--- src/rtl/serv_rf_bridge.sv ---
`timescale 1ns/1ps
`default_nettype none
// ============================================================================
// Module      : serv_rf_bridge
// Description : Bit-serial register-file bridge between the SERV control stage
//               and a 1R/1W synchronous SRAM holding x0..x31 plus CSR backing.
// Revision    : 1.0 - initial release
// ============================================================================
module serv_rf_bridge #(
    parameter int RAM_W    = 8,
    parameter int CSR_REGS = 4,
    localparam int WPR     = 32 / RAM_W,
    localparam int DEPTH   = (32 + CSR_REGS) * WPR,
    localparam int AW      = $clog2(DEPTH)
) (
    input  logic             i_clk,
    input  logic             i_rst,
    input  logic             i_rreq,
    input  logic             i_wreq,
    output logic             o_ready,
    input  logic [5:0]       i_rreg0,
    input  logic [5:0]       i_rreg1,
    input  logic [5:0]       i_wreg0,
    input  logic             i_wen0,
    input  logic             i_wdata0,
    output logic             o_rdata0,
    output logic             o_rdata1,
    output logic [AW-1:0]    o_raddr,
    output logic             o_ren,
    input  logic [RAM_W-1:0] i_rdata,
    output logic [AW-1:0]    o_waddr,
    output logic [RAM_W-1:0] o_wdata,
    output logic             o_wen
);

    localparam int         LW        = $clog2(RAM_W);
    localparam logic [4:0] C_LO_MASK = 5'(RAM_W - 1);

    typedef enum logic [2:0] {
        S_IDLE   = 3'd0,
        S_RPRE   = 3'd1,
        S_RRUN   = 3'd2,
        S_WRUN   = 3'd3,
        S_WFLUSH = 3'd4
    } state_t;

    state_t           r_state;
    logic [4:0]       r_cnt;
    logic [1:0]       r_pre;
    logic [5:0]       r_rreg0;
    logic [5:0]       r_rreg1;
    logic [5:0]       r_wreg0;
    logic             r_wen0;
    logic [RAM_W-1:0] r_hold;
    logic [RAM_W-1:0] r_sh0;
    logic [RAM_W-1:0] r_sh1;
    logic [RAM_W-1:0] r_asm;

    logic [4:0]       w_cnt_nxt;
    logic [4:0]       w_lo;
    logic [4:0]       w_lo_nxt;
    logic [4:0]       w_word;
    logic [4:0]       w_word_nxt;
    logic             w_more;
    logic             w_more_nxt;
    logic [RAM_W-1:0] w_asm_nxt;
    logic             w_wr_ok;

    function automatic logic [AW-1:0] addr_of(input logic [5:0] r, input logic [4:0] w);
        return AW'(32'(r) * 32'(WPR) + 32'(w));
    endfunction

    // w_more*: the word (current / upcoming) still has a successor to refill.
    always_comb begin
        w_cnt_nxt  = r_cnt + 5'd1;
        w_lo       = r_cnt & C_LO_MASK;
        w_lo_nxt   = w_cnt_nxt & C_LO_MASK;
        w_word     = r_cnt >> LW;
        w_word_nxt = w_cnt_nxt >> LW;
        w_more     = int'(w_word) < (WPR - 1);
        w_more_nxt = int'(w_word_nxt) < (WPR - 1);
        w_asm_nxt  = {i_wdata0, r_asm[RAM_W-1:1]};
        w_wr_ok    = r_wen0 && (r_wreg0 != 6'd0);
    end

    assign o_rdata0 = r_sh0[0];
    assign o_rdata1 = r_sh1[0];

    always_ff @(posedge i_clk) begin
        if (i_rst) begin
            r_state <= S_IDLE;
            r_cnt   <= 5'd0;
            r_pre   <= 2'd0;
            r_rreg0 <= 6'd0;
            r_rreg1 <= 6'd0;
            r_wreg0 <= 6'd0;
            r_wen0  <= 1'b0;
            r_hold  <= '0;
            r_sh0   <= '0;
            r_sh1   <= '0;
            r_asm   <= '0;
            o_ready <= 1'b0;
            o_ren   <= 1'b0;
            o_raddr <= '0;
            o_wen   <= 1'b0;
            o_waddr <= '0;
            o_wdata <= '0;
        end else begin
            o_ready <= 1'b0;
            o_ren   <= 1'b0;
            o_wen   <= 1'b0;
            case (r_state)
                S_IDLE: begin
                    r_cnt <= 5'd0;
                    if (i_rreq) begin
                        r_state <= S_RPRE;
                        r_pre   <= 2'd0;
                        r_rreg0 <= i_rreg0;
                        r_rreg1 <= i_rreg1;
                        o_ren   <= 1'b1;
                        o_raddr <= addr_of(i_rreg0, 5'd0);
                    end else if (i_wreq) begin
                        r_state <= S_WRUN;
                        r_wreg0 <= i_wreg0;
                        r_wen0  <= i_wen0;
                        o_ready <= 1'b1;
                    end
                end

                S_RPRE: begin
                    r_pre <= r_pre + 2'd1;
                    case (r_pre)
                        2'd0: begin
                            o_ren   <= 1'b1;
                            o_raddr <= addr_of(r_rreg1, 5'd0);
                        end
                        2'd1: begin
                            r_hold  <= i_rdata;
                            o_ready <= 1'b1;
                        end
                        default: begin
                            // x0 is forced to zero by loading zeros, not by masking.
                            r_sh0   <= (r_rreg0 != 6'd0) ? r_hold  : '0;
                            r_sh1   <= (r_rreg1 != 6'd0) ? i_rdata : '0;
                            r_cnt   <= 5'd0;
                            r_state <= S_RRUN;
                        end
                    endcase
                end

                S_RRUN: begin
                    r_cnt <= w_cnt_nxt;
                    if (int'(w_lo_nxt) == RAM_W - 3 && w_more_nxt) begin
                        o_ren   <= 1'b1;
                        o_raddr <= addr_of(r_rreg0, w_word_nxt + 5'd1);
                    end else if (int'(w_lo_nxt) == RAM_W - 2 && w_more_nxt) begin
                        o_ren   <= 1'b1;
                        o_raddr <= addr_of(r_rreg1, w_word_nxt + 5'd1);
                    end
                    if (int'(w_lo) == RAM_W - 2 && w_more) begin
                        r_hold <= i_rdata;
                    end
                    if (int'(w_lo) == RAM_W - 1 && w_more) begin
                        r_sh0 <= (r_rreg0 != 6'd0) ? r_hold  : '0;
                        r_sh1 <= (r_rreg1 != 6'd0) ? i_rdata : '0;
                    end else begin
                        r_sh0 <= {1'b0, r_sh0[RAM_W-1:1]};
                        r_sh1 <= {1'b0, r_sh1[RAM_W-1:1]};
                    end
                    if (r_cnt == 5'd31) begin
                        r_state <= S_IDLE;
                    end
                end

                S_WRUN: begin
                    // The first WRUN cycle is the ready pulse; bits start after it.
                    if (!o_ready) begin
                        r_cnt <= w_cnt_nxt;
                        r_asm <= w_asm_nxt;
                        if (w_lo == C_LO_MASK) begin
                            o_wen   <= w_wr_ok;
                            o_waddr <= addr_of(r_wreg0, w_word);
                            o_wdata <= w_asm_nxt;
                        end
                        if (r_cnt == 5'd31) begin
                            r_state <= S_WFLUSH;
                        end
                    end
                end

                S_WFLUSH: begin
                    r_cnt   <= 5'd0;
                    r_state <= S_IDLE;
                end

                default: begin
                    r_state <= S_IDLE;
                end
            endcase
        end
    end

endmodule
`default_nettype wire

--- config.mk ---
export PLATFORM = sky130hd
export DESIGN_NAME = serv_rf_bridge
export DESIGN_NICKNAME = d
export VERILOG_FILES = /design/src/rtl/serv_rf_bridge.sv
export SDC_FILE = /design/constraint.sdc
export NUM_CORES = 1
export LEC_CHECK = 0
export ABC_CLOCK_PERIOD_IN_PS = 3050
export BUFFER_PORTS_ARGS = -buffer_cell sky130_fd_sc_hd__buf_2
export CORE_ASPECT_RATIO = 1.5
export CORE_MARGIN = 3
export CORE_UTILIZATION = 30
export CTS_CLUSTER_DIAMETER = 100
export DETAILED_ROUTE_END_ITERATION = 16
export GPL_TIMING_DRIVEN = 0
export PLACE_DENSITY = 0.59
export RECOVER_POWER = 25
export SYNTH_ARGS = -nofsm -noshare
export SYNTH_HDL_FRONTEND = slang
export SYNTH_SLANG_ARGS = --single-unit
--- constraint.sdc ---
create_clock -name i_clk -period 3.05 [get_ports i_clk]
set_clock_uncertainty 0.2 [all_clocks]
set_input_delay 0.61 -clock i_clk [delete_from_list [all_inputs] [get_ports i_clk]]
set_output_delay 0.61 -clock i_clk [all_outputs]
set_load 0.05 [all_outputs]
==> metrics.yaml, run 1 <==
outcome:
  status: "finished, final reports clean"
global_routing:
  grt_max_degree: 16
  first_global_vias: 3434
  grt_pass1_wl_um: 17400
  overflow: 0
  antenna_found_initial: 0
  grt_usage_pct: 14.9
clocking:
  clock_path_buffers: 2
  clkTransAtPathRegs_ns: 0.06
  post-cts-setup-buffers: 0
  hold_buffers: 0
  cts.htree.levels: 3
  cts_tree: "done"
  cts.root.buffer_cell: "clkbuf_16"
  numCtsBuffers: 9
  worstSkewPairLatency_ns: 0.34
  cts_sinks: 87
  post_cts_resized: 0
routing:
  drcViolationCount: 0
  wl_met2_um: 5490
  routed_wl_um: 10600
  met1_length_um: 4400
  vias: 3587
  drt.antenna.violating_nets: 0
  top_layer: "met4"
  wl_per_cell_um: 15.3
  first_pass_iters: 6
  dr_wl_met3_um: 422
  drt_iter0_drc: 309
  viasPerCell: 5.15
critical_path:
  cp_cell_sequence: "ha_1 > and3_1 > ha_1 > ha_2 > ha_1 > ha_1 > nand3_1 > xor2_1 > o22ai_1 > a221oi_1 > a211oi_1"
  path_max_fanout: 6
  reg2reg_depth: 11
  cpMostUsedCell: "ha_1"
  worstSetupPathType: "reg -> reg"
  rrSetupSlack_ns: 0.29
  crit_path_end_kind: "flop"
  worstPathArrival_ns: 2.76
  reg2reg_to: "o_raddr[6]"
  worstPathRequired_ns: 3.05
  cp_slowest_stage_delay_ns: 0.35
  r2r-start: "r_cnt[0]"
  crit_path_start_kind: "flop"
  crit_start: "r_cnt[0]"
  slowest_stage: "dfxtp_2"
hold_path:
  whs_path_depth: 2
  min_from: "o_waddr[2]"
  holdPathEnd: "o_waddr[2]"
  hold_class: "reg -> reg"
placement:
  dp_hpwl_um: 8100
  place_congestion: 0.859
  io_buffers: 59
floorplan:
  die_h_um: 146
  die_w_um: 99.3
  ioPinCount: 61
  core_area_sq_um: 12600
  rows: 50
  initial_core_util_pct: 31.0
  fp.dieArea_sq_um: 14500
timing:
  maxSlewViolCount: 0
  period_needed_ns: 2.76
  finalSetupViolCount: 0
  fin_tns_setup_ns: 0
  worstMarginPinSlew_ns: 0.811
  final_hold_viol_count: 0
  timing.fmax_ghz: 0.362
  timing.final.crit_share_pct: 90.6
  rsz0062_at_grt: "no"
  holdWs_ns: 0.255
  relSlewSlack_pct: 45.5
cells_and_area:
  final_common_cell: "nand2_1"
  layout_common_cells: "87 x nand2_1, 86 x dfxtp_1, 50 x a21oi_1"
  area_growth_pct: 18.8
  fin_nets: 581
  antenna-diode-count: 0
  drive_gt1_share_pct: 12.8
logic_synthesis:
  yosysUniqueCellTypes: 49
  synth_edf_count: 0
  synth_compound_area_share_pct: 16.2
  synth_top_family_by_area: "simple AND/OR/NAND/NOR gates"
  muxShareOfSynthArea_pct: 4.37
  synth_adder_area_share_pct: 4.15
  synth-xor-area-share_pct: 1.56
  avgSynthCellArea_sq_um: 8.41
  synth_warnings: 0
  syn_nets: 511
  ys.flop_type: "dfxtp_1"
  synthArstFlopShare_pct: 0
  yosys.area_share.simple_pct: 25.0
  synth_seq_cells: 87
  syn_inst: 466
  syn-cell-area_sq_um: 3920
  seq_area_frac_synth_pct: 44.4
pwr:
  vdd_drop_max_uv: 277
  power_density_nw_per_um2: 649
  power_mw: 3.02
  leakage_nw: 1.71
run:
  cap_violations: 0
==> synth_stat cells (4+ instances only) <==
cell type / count / area, sq um
a221oi_1: 16 / 140
mux2i_1: 16 / 160
inv_1: 5 / 18.8
nor2_1: 48 / 180
a211oi_1: 5 / 37.5
a22o_1: 5 / 43.8
buf_4: 5 / 37.5
o21ai_0: 4 / 20.0
a21oi_1: 50 / 250
nand2b_1: 4 / 25.0
nand2_1: 87 / 327
buf_2: 4 / 20.0
nor3_1: 19 / 95.1
nor4bb_1: 4 / 40.0
nand3_1: 21 / 105
ha_1: 13 / 163
dfxtp_1: 87 / 1740
xor2_1: 6 / 52.6
clkbuf_1: 19 / 71.3
==> flip-flops by register name, summed over array words and instances, names as in the netlist, 2 cells and up <==
register,count
r_asm,7
r_wreg0,6
r_pre,2
o_wdata,8
o_waddr,8
r_sh0,8
r_rreg1,6
o_raddr,8
r_cnt,5
r_rreg0,6
r_hold,8
r_state,3
r_sh1,8
==> where the power goes <==
part | switching, mW | internal [mW] | total [mW] | leakage, nW
clock network | 0.455 | 0.577 | 1.03 | 0.143
logic | 0.463 | 0.235 | 0.698 | 0.859
registers | 0.0607 | 1.23 | 1.29 | 0.708
==> final cells by class <==
type                            instances  area (sq um)
Tap cell                              156           195
Clock inverter                          6          41.3
Multi-Input combinational cell        343          2010
Inverter                                5          18.8
Fill cell                            1361          7980
Timing Repair Buffer                   59           260
Clock buffer                           10           239
Sequential cell                        87          1740
Buffer                                 31           145
==> how the worst max path moves through the flow <==
stage	endpoint	slack (ns)	depth (start not counted)
finish	o_raddr[6]	0.29	11
global route	o_raddr[4]	0.05	11
CTS	o_raddr[6]	0.18	11
detailed placement	o_raddr[6]	0.18	11
global placement	o_raddr[6]	0.22	11
floorplan	o_raddr[6]	0.45	11
==> worst max-delay path: cells and delay by family, from the launching register on <==
kind / cells / cell delay (ns)
DFF: 1 / 0.35
xor gates and xnor gates: 1 / 0.19
AOI/OAI and AO/OA: 3 / 0.43
and+or+nand+nor: 2 / 0.29
adders and majority gates: 5 / 1.16
==> layer usage <==
layer | vias up | track usage [%]
met5 | - | 0
met4 | 0 | 6.36
met3 | 26 | 2.69
met2 | 102 | 26.0
met1 | 1678 | 17.5
li1 | 1781 | -
==> metrics by stage <==
step | util, % | area [sq um] | setup slack (ns) | instances
4_1_cts | 37.1 | 4690 | 0.183 | 697
3_3_place_gp | 34.9 | 4410 | 0.215 | 681
2_1_floorplan | - | 3920 | 0.455 | 466
5_1_grt | 36.8 | 4650 | 0.0544 | 697
3_5_place_dp | 34.9 | 4410 | 0.179 | 681
6_report | 36.8 | 4650 | 0.286 | 697
==> logic make-up (layout without fill, tap and decap cells) <==
family | count (synthesis) | in the layout
DFF | 87 | 87
and+or+nand+nor | 210 | 210
adders and majority gates | 13 | 13
AOI/OAI and AO/OA | 96 | 96
muxes | 17 | 17
xor gates and xnor gates | 7 | 7
buffers and inverters | 36 | 111
No activity file was read; power rests on OpenSTA's default activity.
==> run 2: changes to the inputs <==
Settings changed: CORE_UTILIZATION 30 to 45, PLACE_DENSITY 0.59 to 0.77.
==> run 2 against run 1 <==
- cell count fell by 7.0%
- utilization grew 18 points
- maximum frequency shrank 3.4%
- clock power hardly changed
- critical path type unchanged
==> metrics.yaml, run 2 (synthesis results as in run 1) <==
placement:
  dp_slack_ns: 0.178  # -0.00106 ns
  dp_hpwl_um: 7600  # -6.3%
  place_congestion: 0.916  # +6.6%
  io_buffers: 59  # unchanged
floorplan:
  core_area_sq_um: 8460  # -33%
  fp.dieArea_sq_um: 9890  # -32%
  ioPinCount: 61  # unchanged
  initial_core_util_pct: 46.3  # +15 points
  die_h_um: 120  # -18%
  rows: 41  # -18%
  die_w_um: 82.2  # -17%
global_routing:
  antenna_found_initial: 0  # unchanged
  grt_usage_pct: 21.6  # +6.8 points
  grt_pass1_wl_um: 16600  # -4.6%
  overflow: 0  # unchanged
  first_global_vias: 3615  # +5.3%
  grt_max_degree: 15  # -1
routing:
  drt_iter0_drc: 227  # -27%
  viasPerCell: 5.61  # +9.0%
  routed_wl_um: 10200  # -4.1%
  wl_per_cell_um: 15.8  # +3.1%
  drcViolationCount: 0  # unchanged
  vias: 3636  # +1.4%
  first_pass_iters: 5  # -1
  drt.antenna.violating_nets: 0  # unchanged
critical_path:
  rrSetupSlack_ns: 0.19  # -0.10 ns
  path_max_fanout: 6  # unchanged
  crit_path_start_kind: "flop"
  worstSetupPathType: "reg -> reg"
  crit_path_end_kind: "flop"
  worstPathRequired_ns: 3.10  # +0.05 ns
  worstPathArrival_ns: 2.91  # +0.15 ns
timing:
  worstMarginPinSlew_ns: 0.854  # +0.0430 ns
  holdWs_ns: 0.258  # +0.00354 ns
  worst_slack_ns: 0.189  # -0.0966 ns
  relSlewSlack_pct: 42.6  # -2.9 points
  timing.final.crit_share_pct: 93.8  # +3.2 points
  finalSetupViolCount: 0  # unchanged
  timing.fmax_ghz: 0.350  # -3.4%
  fin_tns_setup_ns: 0  # unchanged
  period_needed_ns: 2.86  # +0.0966 ns
  maxSlewViolCount: 0  # unchanged
  final_hold_viol_count: 0  # unchanged
cells_and_area:
  fin_nets: 581  # unchanged
  area_growth_pct: 17.6
  drive_gt1_share_pct: 13.7  # +0.92 points
  antenna-diode-count: 0  # unchanged
  layout_common_cells: "87 x nand2_1, 87 x dfxtp_1, 50 x a21oi_1"
run:
  cap_violations: 0  # unchanged
clocking:
  cts_sinks: 87  # unchanged
  cts_tree: "done"
  clkTransAtPathRegs_ns: 0.06  # about the same
  worstSkewPairLatency_ns: 0.34  # about the same
  numCtsBuffers: 9  # unchanged
  clock_path_buffers: 2  # unchanged
  cts.htree.levels: 3  # unchanged
  cts.root.buffer_cell: "clkbuf_16"
hold_path:
  hold_class: "reg -> reg"
pwr:
  leakage_nw: 1.73  # +1.3%
  vdd_drop_max_uv: 397  # +44%
  power_mw: 3.03  # +0.23%
  power_density_nw_per_um2: 657  # +1.2%
outcome:
  status: "finished, final reports clean"
run 2: changes by cell type in the layout (fill, tap and decap cells not counted):
cell        previous run  this run
buf_2                 35        41
buf_4                  4         5
clkbuf_1              48        42
clkbuf_8               1         2
clkinv_2               3         1
clkinv_4               1         0
clkinvlp_4             0         2
dfxtp_1               86        87
dfxtp_2                1         0
inv_6                  2         1
run 2: layout make-up:
type / count / area [sq um]
plain buffers: 31 / 149
clock buffers: 12 / 256
clock inverters: 4 / 28.8
fillers: 817 / 3860
inverters: 5 / 18.8
multi-input cells: 343 / 2010
flip-flops and latches: 87 / 1740
well taps: 107 / 134
repair buffers: 59 / 268
run 2: report_power, final:
group          internal, mW  leakage [nW]  switching [mW]
logic                 0.237         0.889           0.456
registers              1.23         0.708          0.0643
clock network         0.598         0.135           0.443
total                  2.07          1.73           0.963
run 2: final timing paths:
| check | to | cells after the start | from |
|---|---|---|---|
| setup / recovery | o_raddr[6] | 11 | r_cnt[0] |
| hold / removal | o_waddr[6] | 2 | o_waddr[6] |
| setup reg to reg | o_raddr[6] | 11 | r_cnt[0] |
| hold reg to reg | o_waddr[6] | 2 | o_waddr[6] |
run 2: through the flow:
| stage | std cells | area (sq um) | utilization, % |
|---|---|---|---|
| finish | 648 | 4610 | 54.4 |
| global route | 648 | 4610 | 54.4 |
| CTS | 648 | 4630 | 54.7 |
| detailed placement | 632 | 4350 | 51.4 |
| global placement | 632 | 4350 | 51.4 |
| floorplan | 466 | 3920 | - |
run 2: what timing repair did:
action	in CTS	in global routing
setup endpoints to repair	0	1
buffers inserted	0	0
hold buffers	0	0
gates resized for setup	0	1
hold endpoints to repair	0	0
run 2: critical path, stage by stage (launching register included):
cell	delay, ns
dfxtp_1	0.36
ha_1	0.23
and3_1	0.18
ha_1	0.34
ha_2	0.25
ha_1	0.22
ha_1	0.22
nand3_1	0.10
xor2_1	0.16
o22ai_1	0.17
a221oi_1	0.07
a211oi_1	0.26
run 2: per-layer routing:
| layer | track usage (%) | routed length [um] | vias up |
|---|---|---|---|
| li1 | - | - | 1790 |
| met1 | 24.7 | 4280 | 1735 |
| met2 | 36.8 | 5340 | 91 |
| met3 | 4.77 | 384 | 20 |
| met4 | 11.0 | 213 | 0 |
| met5 | 0 | 0 | - |
==> run 3: changes to the inputs <==
Settings changed: GPL_TIMING_DRIVEN 0 to not set.
==> run 3 against run 2 <==
- utilization shrank 0.77 points
- die area is the same
- critical path type unchanged
- combinational power shrank 7.1%
- largest cell class unchanged
- sequential power is essentially flat
- global-route usage shrank 2.3 points
- first-iteration DRC count shrank 26%
- critical path depth shrank 1
- register-to-register slack gained 0.05 ns
- clock power is essentially flat
- highest routed layer unchanged
- maximum frequency grew 1.9%
- worst hold slack lost 0.0062 ns
==> metrics.yaml, run 3 (synthesis results as in run 1) <==
outcome:
  status: "finished, final reports clean"
floorplan:
  fp.dieArea_sq_um: 9890  # unchanged
  die_w_um: 82.2  # unchanged
  rows: 41  # unchanged
  core_area_sq_um: 8460  # unchanged
  ioPinCount: 61  # unchanged
  initial_core_util_pct: 46.3  # unchanged
  die_h_um: 120  # unchanged
timing:
  maxSlewViolCount: 0  # unchanged
  relSlewSlack_pct: 49.6  # +7.0 points
  timing.fmax_ghz: 0.356  # +1.9%
  worstMarginPinSlew_ns: 0.755  # -0.0995 ns
  fin_tns_setup_ns: 0  # unchanged
  finalSetupViolCount: 0  # unchanged
  holdWs_ns: 0.252  # -0.00616 ns
  worst_slack_ns: 0.242  # +0.0530 ns
  timing.final.crit_share_pct: 92.1  # -1.7 points
  rsz0062_at_grt: "no"
  period_needed_ns: 2.81  # -0.0530 ns
  final_hold_viol_count: 0  # unchanged
pwr:
  intPower_mw: 2.06  # -0.40%
  p_comb_share_pct: 21.4  # -1.5 points
  leakage_nw: 1.70  # -1.9%
  p_clk_share_pct: 34.9  # +0.5 points
  power_density_nw_per_um2: 662  # +0.69%
  vdd_drop_max_uv: 337  # -15%
  p_sw_share_pct: 31.6  # -0.22 points
  p_sw_uw: 949  # -1.4%
  seqPwrFrac_pct: 43.6  # +0.9 points
cells_and_area:
  layout_common_cells: "87 x nand2_1, 87 x dfxtp_1, 50 x a21oi_1"
  area_growth_pct: 15.9
  drive_gt1_share_pct: 13.1  # -0.60 points
  finish.utilization_pct: 53.7  # -0.77 points
  antenna-diode-count: 0  # unchanged
  fin_cells: 627  # -3.2%
  fin_nets: 560  # -3.6%
placement:
  io_buffers: 60  # +1.7%
  dpl.cell_count: 611  # -3.3%
  dp_hpwl_um: 6560  # -14%
  place_congestion: 0.911  # -0.54%
  dp_slack_ns: 0.278  # +0.0993 ns
routing:
  viasPerCell: 5.62  # +0.19%
  wl_per_cell_um: 14.7  # -6.8%
  first_pass_iters: 5  # unchanged
  vias: 3525  # -3.1%
  routed_wl_um: 9210  # -9.8%
  drcViolationCount: 0  # unchanged
  drt_iter0_drc: 167  # -26%
  drt.antenna.violating_nets: 0  # unchanged
clocking:
  cts_tree: "done"
  hold_buffers: 0  # unchanged
  cts_sinks: 87  # unchanged
  cts.root.buffer_cell: "clkbuf_16"
  clock_path_buffers: 2  # unchanged
  post_cts_resized: 0  # unchanged
  clkTransAtPathRegs_ns: 0.06  # about the same
  cts.htree.levels: 3  # unchanged
  post-cts-setup-buffers: 0  # unchanged
  worstSkewPairLatency_ns: 0.34  # about the same
  numCtsBuffers: 9  # unchanged
critical_path:
  worstPathArrival_ns: 2.82  # -0.09 ns
  worstPathRequired_ns: 3.06  # -0.04 ns
  crit_path_end_kind: "flop"
  worstSetupPathType: "reg -> reg"
  crit_path_start_kind: "flop"
  path_max_fanout: 6  # unchanged
global_routing:
  grt_pass1_wl_um: 15000  # -9.4%
  antenna_found_initial: 0  # unchanged
  overflow: 0  # unchanged
  first_global_vias: 3298  # -8.8%
  grt_usage_pct: 19.4  # -2.3 points
  grt_max_degree: 42  # +27
hold_path:
  hold_class: "reg -> reg"
run:
  cap_violations: 0  # unchanged
[run 3: per-stage QoR]
| step | cell area, sq um | power [mW] |
|---|---|---|
| 2_1_floorplan | 3920 | 1.82 |
| 3_3_place_gp | 4280 | 1.96 |
| 6_report | 4540 | 3.01 |
| 5_1_grt | 4540 | 3.17 |
| 3_5_place_dp | 4280 | 1.98 |
| 4_1_cts | 4580 | 3.04 |
[run 3: worst paths after layout]
path	endpoint	start	slack [ns]	depth (start not counted)
setup reg to reg	o_raddr[4]	r_cnt[0]	0.24	10
hold / removal	o_wdata[0]	r_asm[1]	0.25	2
setup / recovery	o_raddr[4]	r_cnt[0]	0.24	10
hold reg to reg	o_wdata[0]	r_asm[1]	0.25	2
[run 3: final cells by class]
type	count	area, sq um
Clock buffer	11	253
Clock inverter	5	40.0
Fill cell	809	3920
Inverter	5	18.8
Multi-Input combinational cell	343	2010
Sequential cell	87	1740
Tap cell	107	134
Timing Repair Buffer	69	347
[run 3: power by group through the flow]
stage | clock network, mW | logic, mW | registers [mW]
after CTS | 1.08 | 0.650 | 1.31
after global placement | 0 | 0.630 | 1.33
after detailed placement | 0 | 0.646 | 1.34
after floorplan | 0 | 0.430 | 1.39
after global routing | 1.14 | 0.712 | 1.32
final | 1.05 | 0.644 | 1.31
[run 3: routing by layer]
layer	wire, um	GRT usage (%)	share of wire, %
met5	0	0	0
met4	212	8.63	2.3
met3	458	6.11	5.0
met2	4500	30.7	49
met1	4040	23.6	44
[run 3: worst max-delay path, stage by stage (launching register included)]
cell and delay (ns):
dfxtp_1 0.36, ha_1 0.23, and3_1 0.18, ha_1 0.29
ha_1 0.26, ha_1 0.23, ha_1 0.22, xnor2_1 0.16
o21ai_0 0.11, a222oi_1 0.30, a211oi_1 0.12
